### src/rtl/cache_ctrl_pkg.sv
// ---------------------------------------------------------------------------
// cache_ctrl_pkg
//   Shared types for the cache-control slice.
//   fence_state_t   : sequencer state encoding
//   fence_pending_t : request bits latched when a fence sequence starts
//   next_stage()    : stage ordering DFLUSH -> ICLEAR -> TLB -> COMPLETE,
//                     skipping every stage that is not required
// ---------------------------------------------------------------------------
package cache_ctrl_pkg;

    typedef enum logic [2:0] {
        IDLE     = 3'd0,
        DFLUSH   = 3'd1,
        ICLEAR   = 3'd2,
        TLB      = 3'd3,
        COMPLETE = 3'd4
    } fence_state_t;

    typedef struct packed {
        logic fence;
        logic fence_i;
        logic sfence;
    } fence_pending_t;

    // First stage still required after leaving 'from'.
    function automatic fence_state_t next_stage(input fence_state_t from,
                                                input fence_pending_t p);
        logic need_d;
        logic need_i;
        logic need_t;
        fence_state_t s;
        need_d = (from == IDLE) && (p.fence || p.fence_i);
        need_i = ((from == IDLE) || (from == DFLUSH)) && p.fence_i;
        need_t = ((from == IDLE) || (from == DFLUSH) || (from == ICLEAR)) && p.sfence;
        if (need_d)      s = DFLUSH;
        else if (need_i) s = ICLEAR;
        else if (need_t) s = TLB;
        else             s = COMPLETE;
        return s;
    endfunction

endpackage

### src/rtl/fence_timeout_counter.sv
// ---------------------------------------------------------------------------
// fence_timeout_counter
//   Per-stage watchdog for the fence sequencer.
//   clk, rst : clock, synchronous active-high reset
//   clear    : restart the count at 0 on the next edge (stage entry)
//   enable   : count one stage cycle
//   expired  : count has reached TIMEOUT_CYCLES-1
// ---------------------------------------------------------------------------
module fence_timeout_counter #(
    parameter int unsigned TIMEOUT_CYCLES = 1024
) (
    input  logic clk,
    input  logic rst,
    input  logic clear,
    input  logic enable,
    output logic expired
);

    logic [15:0] count;

    always_ff @(posedge clk) begin
        if (rst || clear) begin
            count <= '0;
        end else if (enable) begin
            count <= count + 16'd1;
        end
    end

    assign expired = (count == 16'(TIMEOUT_CYCLES - 1));

endmodule

### src/rtl/cache_fence_sequencer.sv
// ---------------------------------------------------------------------------
// cache_fence_sequencer
//   Serialises FENCE / FENCE.I / SFENCE.VMA into cache and TLB maintenance
//   commands and returns a single completion pulse to the pipeline.
//   CLK, RST                      : clock, synchronous active-high reset
//   fence_req/fence_i_req/sfence_req : held requests from the pipeline
//   *_done                        : completion strobes from caches/TLBs
//   dcache_flush/icache_clear/itlb_fence/dtlb_fence : level commands
//   icache_flush/dcache_clear     : unused commands, tied low
//   busy                          : sequence in progress
//   fence_done/fence_err          : one-cycle completion pulse and its error
// All outputs are registered from the next-state values.
// ---------------------------------------------------------------------------
module cache_fence_sequencer
    import cache_ctrl_pkg::*;
#(
    parameter int unsigned TIMEOUT_CYCLES = 1024
) (
    input  logic CLK,
    input  logic RST,
    input  logic fence_req,
    input  logic fence_i_req,
    input  logic sfence_req,
    input  logic dflush_done,
    input  logic iclear_done,
    input  logic itlb_fence_done,
    input  logic dtlb_fence_done,
    output logic dcache_flush,
    output logic icache_clear,
    output logic itlb_fence,
    output logic dtlb_fence,
    output logic icache_flush,
    output logic dcache_clear,
    output logic busy,
    output logic fence_done,
    output logic fence_err
);

    fence_state_t   state, state_n;
    fence_pending_t pending, pending_n;
    logic           itlb_seen, itlb_seen_n;
    logic           dtlb_seen, dtlb_seen_n;
    logic           err, err_n;
    logic           expired;
    logic           abort;
    logic           stage_active;

    assign stage_active = (state == DFLUSH) || (state == ICLEAR) || (state == TLB);

    fence_timeout_counter #(
        .TIMEOUT_CYCLES(TIMEOUT_CYCLES)
    ) u_timeout (
        .clk    (CLK),
        .rst    (RST),
        .clear  (state_n != state),
        .enable (stage_active),
        .expired(expired)
    );

    always_comb begin
        state_n     = state;
        pending_n   = pending;
        itlb_seen_n = itlb_seen;
        dtlb_seen_n = dtlb_seen;
        err_n       = err;
        abort       = 1'b0;

        case (state)
            IDLE: begin
                if (fence_req || fence_i_req || sfence_req) begin
                    pending_n.fence   = fence_req;
                    pending_n.fence_i = fence_i_req;
                    pending_n.sfence  = sfence_req;
                    state_n           = next_stage(IDLE, pending_n);
                end
            end
            DFLUSH: begin
                if (dflush_done)  state_n = next_stage(DFLUSH, pending);
                else if (expired) abort   = 1'b1;
            end
            ICLEAR: begin
                if (iclear_done)  state_n = next_stage(ICLEAR, pending);
                else if (expired) abort   = 1'b1;
            end
            TLB: begin
                // A done seen this cycle counts immediately, so the command
                // drops on the very next edge.
                itlb_seen_n = itlb_seen | itlb_fence_done;
                dtlb_seen_n = dtlb_seen | dtlb_fence_done;
                if (itlb_seen_n && dtlb_seen_n) state_n = COMPLETE;
                else if (expired)               abort   = 1'b1;
            end
            COMPLETE: begin
                state_n = IDLE;
            end
            default: begin
                state_n = IDLE;
            end
        endcase

        if (abort) begin
            state_n = COMPLETE;
            err_n   = 1'b1;
        end
        if (state_n == IDLE) begin
            err_n = 1'b0;
        end
        if (state_n != TLB) begin
            itlb_seen_n = 1'b0;
            dtlb_seen_n = 1'b0;
        end
    end

    always_ff @(posedge CLK) begin
        if (RST) begin
            state        <= IDLE;
            pending      <= '0;
            itlb_seen    <= 1'b0;
            dtlb_seen    <= 1'b0;
            err          <= 1'b0;
            dcache_flush <= 1'b0;
            icache_clear <= 1'b0;
            itlb_fence   <= 1'b0;
            dtlb_fence   <= 1'b0;
            busy         <= 1'b0;
            fence_done   <= 1'b0;
            fence_err    <= 1'b0;
        end else begin
            state        <= state_n;
            pending      <= pending_n;
            itlb_seen    <= itlb_seen_n;
            dtlb_seen    <= dtlb_seen_n;
            err          <= err_n;
            dcache_flush <= (state_n == DFLUSH);
            icache_clear <= (state_n == ICLEAR);
            itlb_fence   <= (state_n == TLB) && !itlb_seen_n;
            dtlb_fence   <= (state_n == TLB) && !dtlb_seen_n;
            busy         <= (state_n != IDLE);
            fence_done   <= (state_n == COMPLETE);
            fence_err    <= (state_n == COMPLETE) && err_n;
        end
    end

    assign icache_flush = 1'b0;
    assign dcache_clear = 1'b0;

endmodule

### config.mk
export PLATFORM = sky130hd
export DESIGN_NAME = cache_fence_sequencer
export DESIGN_NICKNAME = d
export VERILOG_FILES = /design/src/rtl/cache_ctrl_pkg.sv /design/src/rtl/fence_timeout_counter.sv /design/src/rtl/cache_fence_sequencer.sv
export SDC_FILE = /design/constraint.sdc
export NUM_CORES = 1
export LEC_CHECK = 0
export BUFFER_PORTS_ARGS = -buffer_cell sky130_fd_sc_hd__buf_4
export CAP_MARGIN = 5
export CORE_UTILIZATION = 39
export DETAILED_ROUTE_END_ITERATION = 12
export HOLD_SLACK_MARGIN = 0.15
export SLEW_MARGIN = 20
export SYNTH_ARGS = -nofsm -noshare
export SYNTH_HDL_FRONTEND = slang
export SYNTH_SLANG_ARGS = --single-unit
### constraint.sdc
create_clock -name CLK -period 1.9 [get_ports CLK]
set_input_delay 0.475 -clock CLK [delete_from_list [all_inputs] [get_ports CLK]]
set_output_delay 0.475 -clock CLK [all_outputs]
set_load 0.01 [all_outputs]
# Word level (Yosys, flattened, before mapping)
# Index checks and enable logic that the tools add are counted.
# op_classes
add_sub_neg	1
n_eq_ne	10
mux	22
bitwise	2
n_reduce_logical	15
# op_table
operator	count
2-to-1 mux 3 bit	10
adder 16 x 1 -> 16 bit (second input constant)	1
equality test 16 x 10 -> 1 bit (second input constant)	1
equality test 3 x 2 -> 1 bit (second input constant)	4
case mux 3 bit (4 select lines)	1
2-to-1 mux 1 bit	10
equality test 3 x 1 -> 1 bit (second input constant)	2
zero test 3 bit	2
logical OR 1 bit	5
logical AND 1 bit	4
equality test 3 bit (second input constant)	1
inequality test 3 x 2 -> 1 bit (second input constant)	1
inequality test 3 bit	1
case mux 1 bit (3 select lines)	1
nonzero test 3 bit	1
zero test 1 bit	2
bitwise OR 1 bit	2
AND reduction 2 bit	1
# totals
register_bits	31
input_bits	9
out_inout_bits	9
wordCells	64

# Depth between registers and ports, before layout
# depth
depth_word	10
depth_mapped	8
mapped_depth_nobuf	6

# Cells and area by module
# Synthesis repeated with hierarchy kept, for this count alone.
# unflattened
hier_cells	164
area_unflattened_um2	1483.9
# modules_own_cells
module	instances	cells_each	area_per_inst_um2	seq_area_each_um2
cache_fence_sequencer	1	82	747.0	300.3
fence_timeout_counter	1	82	737.0	320.3

# Worst setup path before layout
# Ideal clock, no wire load.
# synth_path
kind	flip-flop to flip-flop
startpoint	reg state[1]
endpoint	reg u_timeout.count[2]
setup_time_ns	0.089
arrival_time_ns	1.802
required_time_ns	1.811
setup_slack_ns	0.010
path_stages_with_launch	8
path_buffers	2
period_less_slack_ns	1.890
path_cell_list	dfxtp_1 buf_4 or3b_1 a2bb2oi_1 a22oi_2 o2111ai_2 buf_6 nor4_2
# synth_via
elab_chain_len	5
elab_cells_between_ends	15
classes_between	eq/ne: 4; mux: 7; reduce/logical: 4
# synth_lines
item	line	text
start: declaration	cache_fence_sequencer.sv:39	fence_state_t state, state_n;
start signal: assignment	cache_fence_sequencer.sv:129	state <= state_n;
equality test 3 x 2 -> 1 bit (tied with other cells)	cache_fence_sequencer.sv:48, cache_fence_sequencer.sv:68	
case mux 3 bit (4 select lines) or case mux 1 bit (3 select lines) (tied branches)	cache_fence_sequencer.sv:68	case (state)
2-to-1 mux 3 bit	cache_fence_sequencer.sv:101	if (abort) begin
inequality test 3 bit	cache_fence_sequencer.sv:55	.clear (state_n != state),
logical OR 1 bit	fence_timeout_counter.sv:22	if (rst || clear) begin
end signal: assignment	fence_timeout_counter.sv:25	count <= count + 16'd1;
end: declaration	fence_timeout_counter.sv:19	logic [15:0] count;
# Several ways; a longest one is shown, not always the timed one.
# A chain may end at the register's enable or synchronous reset.

# Worst setup path after layout
# layout_path
startpoint	reg u_timeout.count[0]
endpoint	reg icache_clear
# layout_via
elab_chain_len	6
elab_cells_between_ends	8
classes_between	eq/ne: 2; mux: 6
# layout_lines
item	line	text
equality test 16 x 10 -> 1 bit (*)	fence_timeout_counter.sv:29	assign expired = (count == 16'(TIMEOUT_CYCLES - 1));
2-to-1 mux 1 bit (*)	cache_fence_sequencer.sv:79, cache_fence_sequencer.sv:83, cache_fence_sequencer.sv:91	
2-to-1 mux 1 bit, on equally long branches	cache_fence_sequencer.sv:90, cache_fence_sequencer.sv:78, cache_fence_sequencer.sv:82	
case mux 1 bit (3 select lines) (*)	cache_fence_sequencer.sv:68	
2-to-1 mux 3 bit (*)	cache_fence_sequencer.sv:101	
equality test 3 x 2 -> 1 bit (*)	cache_fence_sequencer.sv:135	icache_clear <= (state_n == ICLEAR);
end signal: assignment	cache_fence_sequencer.sv:135	
end: declaration	cache_fence_sequencer.sv:29	output logic icache_clear,
# Every way passes the cells marked *; elsewhere a longest branch is shown, timed or not.

==> run summary <==
For the peak ir drop on the vdd network, the log shows 0.000589 V. Detailed placement ended at an HPWL of 2.42 mm. The netlist uses 49 different library cells. The number of warnings issued by yosys came out at 0. Counting every sink on the clock net gives 31.

Switching share of total power: 0.278. The CTS clock-pin slew for the worst setup and hold paths is 0.06 ns, and the area growth from synthesis to layout is 36.5%. Row count: 22. STA classifies the critical path startpoint as a flip-flop. Of all nets on the critical path, the largest fanout is 4. The normalized max-slew margin came out at 0.637. Quantity of hold-fixing buffers added after cts: 0. The critical path is of the reg2reg type. The min-delay analysis places its worst path in the category in2reg.

The detail-routed via count per cell is 5.35. Fraction of layout cells with a size suffix above 1: 0.400. The tools report the global-route total usage across every layer as 0.179. Setup slack on the critical path of the routed design comes to 0.0256 ns. For this design the top-level I/O count stands at 18.

The full die area was 4300 sq um; the portion of total power attributed to combinational logic was 0.248. Buffers inserted during clock tree synthesis total 5. The repair_antennas step left the layout with diodes totalling 0.

DRC violation total after the first TritonRoute iteration: 56. In the layout the commonest cells are sky130_fd_sc_hd__buf_4 (37), sky130_fd_sc_hd__dfxtp_1 (26), sky130_fd_sc_hd__nand2_1 (15). The most used flip-flop cell after synthesis is sky130_fd_sc_hd__dfxtp_1. For the total count of hold-check failures in the final report, the log shows 0. For the worst setup skew after layout, the log shows 0.00406 ns. The static leakage power was 0.790 nW; the sum of overflow across all layers after global routing was 0.

Summed over all nets, the switching power comes to 0.489 mW. Summing every instance area after synthesis gives 1580 sq um. After detailed routing, the total wire length is 3.57 mm. The number of flops mapped to enable cells by yosys was 0; the reported max-cap violation count was 0. The count of nets left with antenna violations once routing finished came out at 0. The layout has 324 filler cells. The total power density per cell area was 817 nW/um^2; the total power after layout was 1.76 mW.

Setup repair after global routing could not meet its margin everywhere. The async set or reset register ratio after synthesis came out at 0. The routability congestion estimate came out at 0.848. The cell count after synthesis came out at 168.

The logs give 3770 sq um for the core box area and 2 for the maximum count of clock buffers along a single path. The total of buffers placed on input and output ports is 15, and the pin count of the biggest net entering global routing is 17. The library cell used most frequently in the layout, excluding fill and tap cells, is sky130_fd_sc_hd__buf_4. The run gives 0 as the initial antenna violation count.

TritonCTS built the clock tree. The run gives 0.401 as the register share of total power. Internal power comes to 1.27 mW. The tools report the filler-free cell count of the finished design as 258. The tree is rooted in a sky130_fd_sc_hd__clkbuf_8.

Initial core utilization: 0.418. The part of the Yosys area used for sequential elements is 0.394. The final layout contains 220 nets. The synthesized design contains 31 register bits. Counting I/O delays and the setup requirement, the final critical path takes 1.87 ns.

For the worst setup path, the data required time is 2.07 ns. The highest clock frequency the design can meet was 533 MHz. The routed layout has 1381 vias. The floorplan step set the die width to 65.6 microns.

The endpoint type of the worst setup path was a flip-flop. The number of global-route vias before repair came out at 1393. The run finished with clean final reports. The logs give 0 for the number of max-slew violations in the final report and 0 for the setup-violating endpoint count in the final report.

The fraction of power consumed by the clock network came out at 0.351. The die is 65.6 microns tall. In the final routed layout, each cell accounts on average for 13.8 microns. The first detailed-routing pass took 4 iterations.

Dividing the synthesized area by the synthesized cell count gives 9.38 sq um. The number of placed instances, taps included, is 248. The run gives -0.137 ns as the setup slack at placement. The post-route fraction of the period consumed by the critical path works out to 0.987. The number of levels the H-tree was split into was 2; the transition time of the tightest slew-check pin was 0.538 ns.

STA puts the critical path data arrival time at 2.05 ns. The total DRC errors in the routed layout came out at 0. The logs give 0.28 ns for the clock insertion delay at the later pin of the skew report and 5.87 mm for the global-route wire length before repair.
flip-flops by register name, indices dropped and copies added, names as in the netlist:
name,cells
itlb_fence,1
busy,1
state,3
dcache_flush,1
dtlb_fence,1
pending,2
fence_done,1
u_timeout.count,16
itlb_seen,1
icache_clear,1
err,1
fence_err,1
dtlb_seen,1
power by group through the flow:
stage | clock network (mW) | logic, mW | registers, mW
floorplan | 0 | 0.239 | 0.726
global placement | 0 | 0.409 | 0.715
detailed placement | 0 | 0.414 | 0.716
CTS | 0.633 | 0.418 | 0.702
global route | 0.662 | 0.480 | 0.709
finish | 0.618 | 0.436 | 0.705
metal layers:
layer / vias to the layer above / track usage / wire, microns
met5: - / 0 / 0
met4: 0 / 0.0598 / 34
met3: 4 / 0.0417 / 134
met2: 23 / 0.316 / 1800
met1: 663 / 0.210 / 1610
li1: 691 / - / -
per-stage QoR:
stage	setup TNS (ns)	util	hold slack [ns]	instance area, sq um
after global routing	-1.09	0.571	0.429	2150
after detailed placement	-2.08	0.505	0.490	1900
after floorplan	0	-	0.446	1580
after global placement	-1.26	0.505	0.480	1900
after CTS	0	0.549	0.425	2070
final	0	0.571	0.431	2150
worst paths after layout:
check / startpoint / to / slack (ns) / cells after the start
setup reg to reg: u_timeout.count[0] / icache_clear / 0.03 / 8
setup / recovery: u_timeout.count[0] / icache_clear / 0.03 / 8
hold / removal: RST / err / 0.43 / 2
hold reg to reg: err / fence_err / 0.50 / 2
cell families (layout without fill, tap and decap cells):
family	after synthesis	in the layout	synth area share
AO/OA/AOI/OAI	22	22	0.113
flip-flops	31	31	0.394
multiplexers	1	1	0.00635
AND/OR/NAND/NOR	83	83	0.342
buffers and inverters	14	55	0.0508
adder cells (fa/ha/maj)	1	1	0.00794
XOR/XNOR	15	15	0.0833
other	1	2	0.00238
cell usage after synthesis (3+ instances only):
cell | count | area (sq um)
sky130_fd_sc_hd__nand2_1 | 16 | 60.1
sky130_fd_sc_hd__and3_1 | 3 | 18.8
sky130_fd_sc_hd__nor4_1 | 11 | 68.8
sky130_fd_sc_hd__nor3_1 | 4 | 20.0
sky130_fd_sc_hd__buf_4 | 3 | 22.5
sky130_fd_sc_hd__nor2b_1 | 6 | 37.5
sky130_fd_sc_hd__dfxtp_1 | 31 | 621
sky130_fd_sc_hd__clkbuf_1 | 3 | 11.3
sky130_fd_sc_hd__nor4_2 | 10 | 125
sky130_fd_sc_hd__a21oi_1 | 6 | 30.0
sky130_fd_sc_hd__nor2_1 | 12 | 45.0
sky130_fd_sc_hd__xor2_1 | 6 | 52.6
sky130_fd_sc_hd__inv_1 | 5 | 18.8
sky130_fd_sc_hd__xnor2_1 | 9 | 78.8
worst max-delay path, stage by stage (launching register included):
cell and delay, ns:
sky130_fd_sc_hd__dfxtp_2 0.36, sky130_fd_sc_hd__ha_4 0.15, sky130_fd_sc_hd__nand2_2 0.06, sky130_fd_sc_hd__or4_4 0.56, sky130_fd_sc_hd__buf_6 0.14, sky130_fd_sc_hd__nor3_4 0.14
sky130_fd_sc_hd__buf_12 0.15, sky130_fd_sc_hd__nor2_1 0.05, sky130_fd_sc_hd__and3_1 0.15
area by class of cell:
class	instances	area, sq um	area share
inverter	5	18.8	0.00872
clock inverter	1	30.0	0.0140
tap	48	60.1	0.0279
clock buffer	6	72.6	0.0337
sequential	31	627	0.291
timing repair buffer	43	402	0.187
multi-input combinational	124	942	0.438
what timing repair did:
action	CTS	global route
resized for setup	6	13
pin swaps	2	7
gates cloned	1	1
setup endpoints to repair	4	24
setup buffers	1	0
Power figures use the tool's default switching activity.
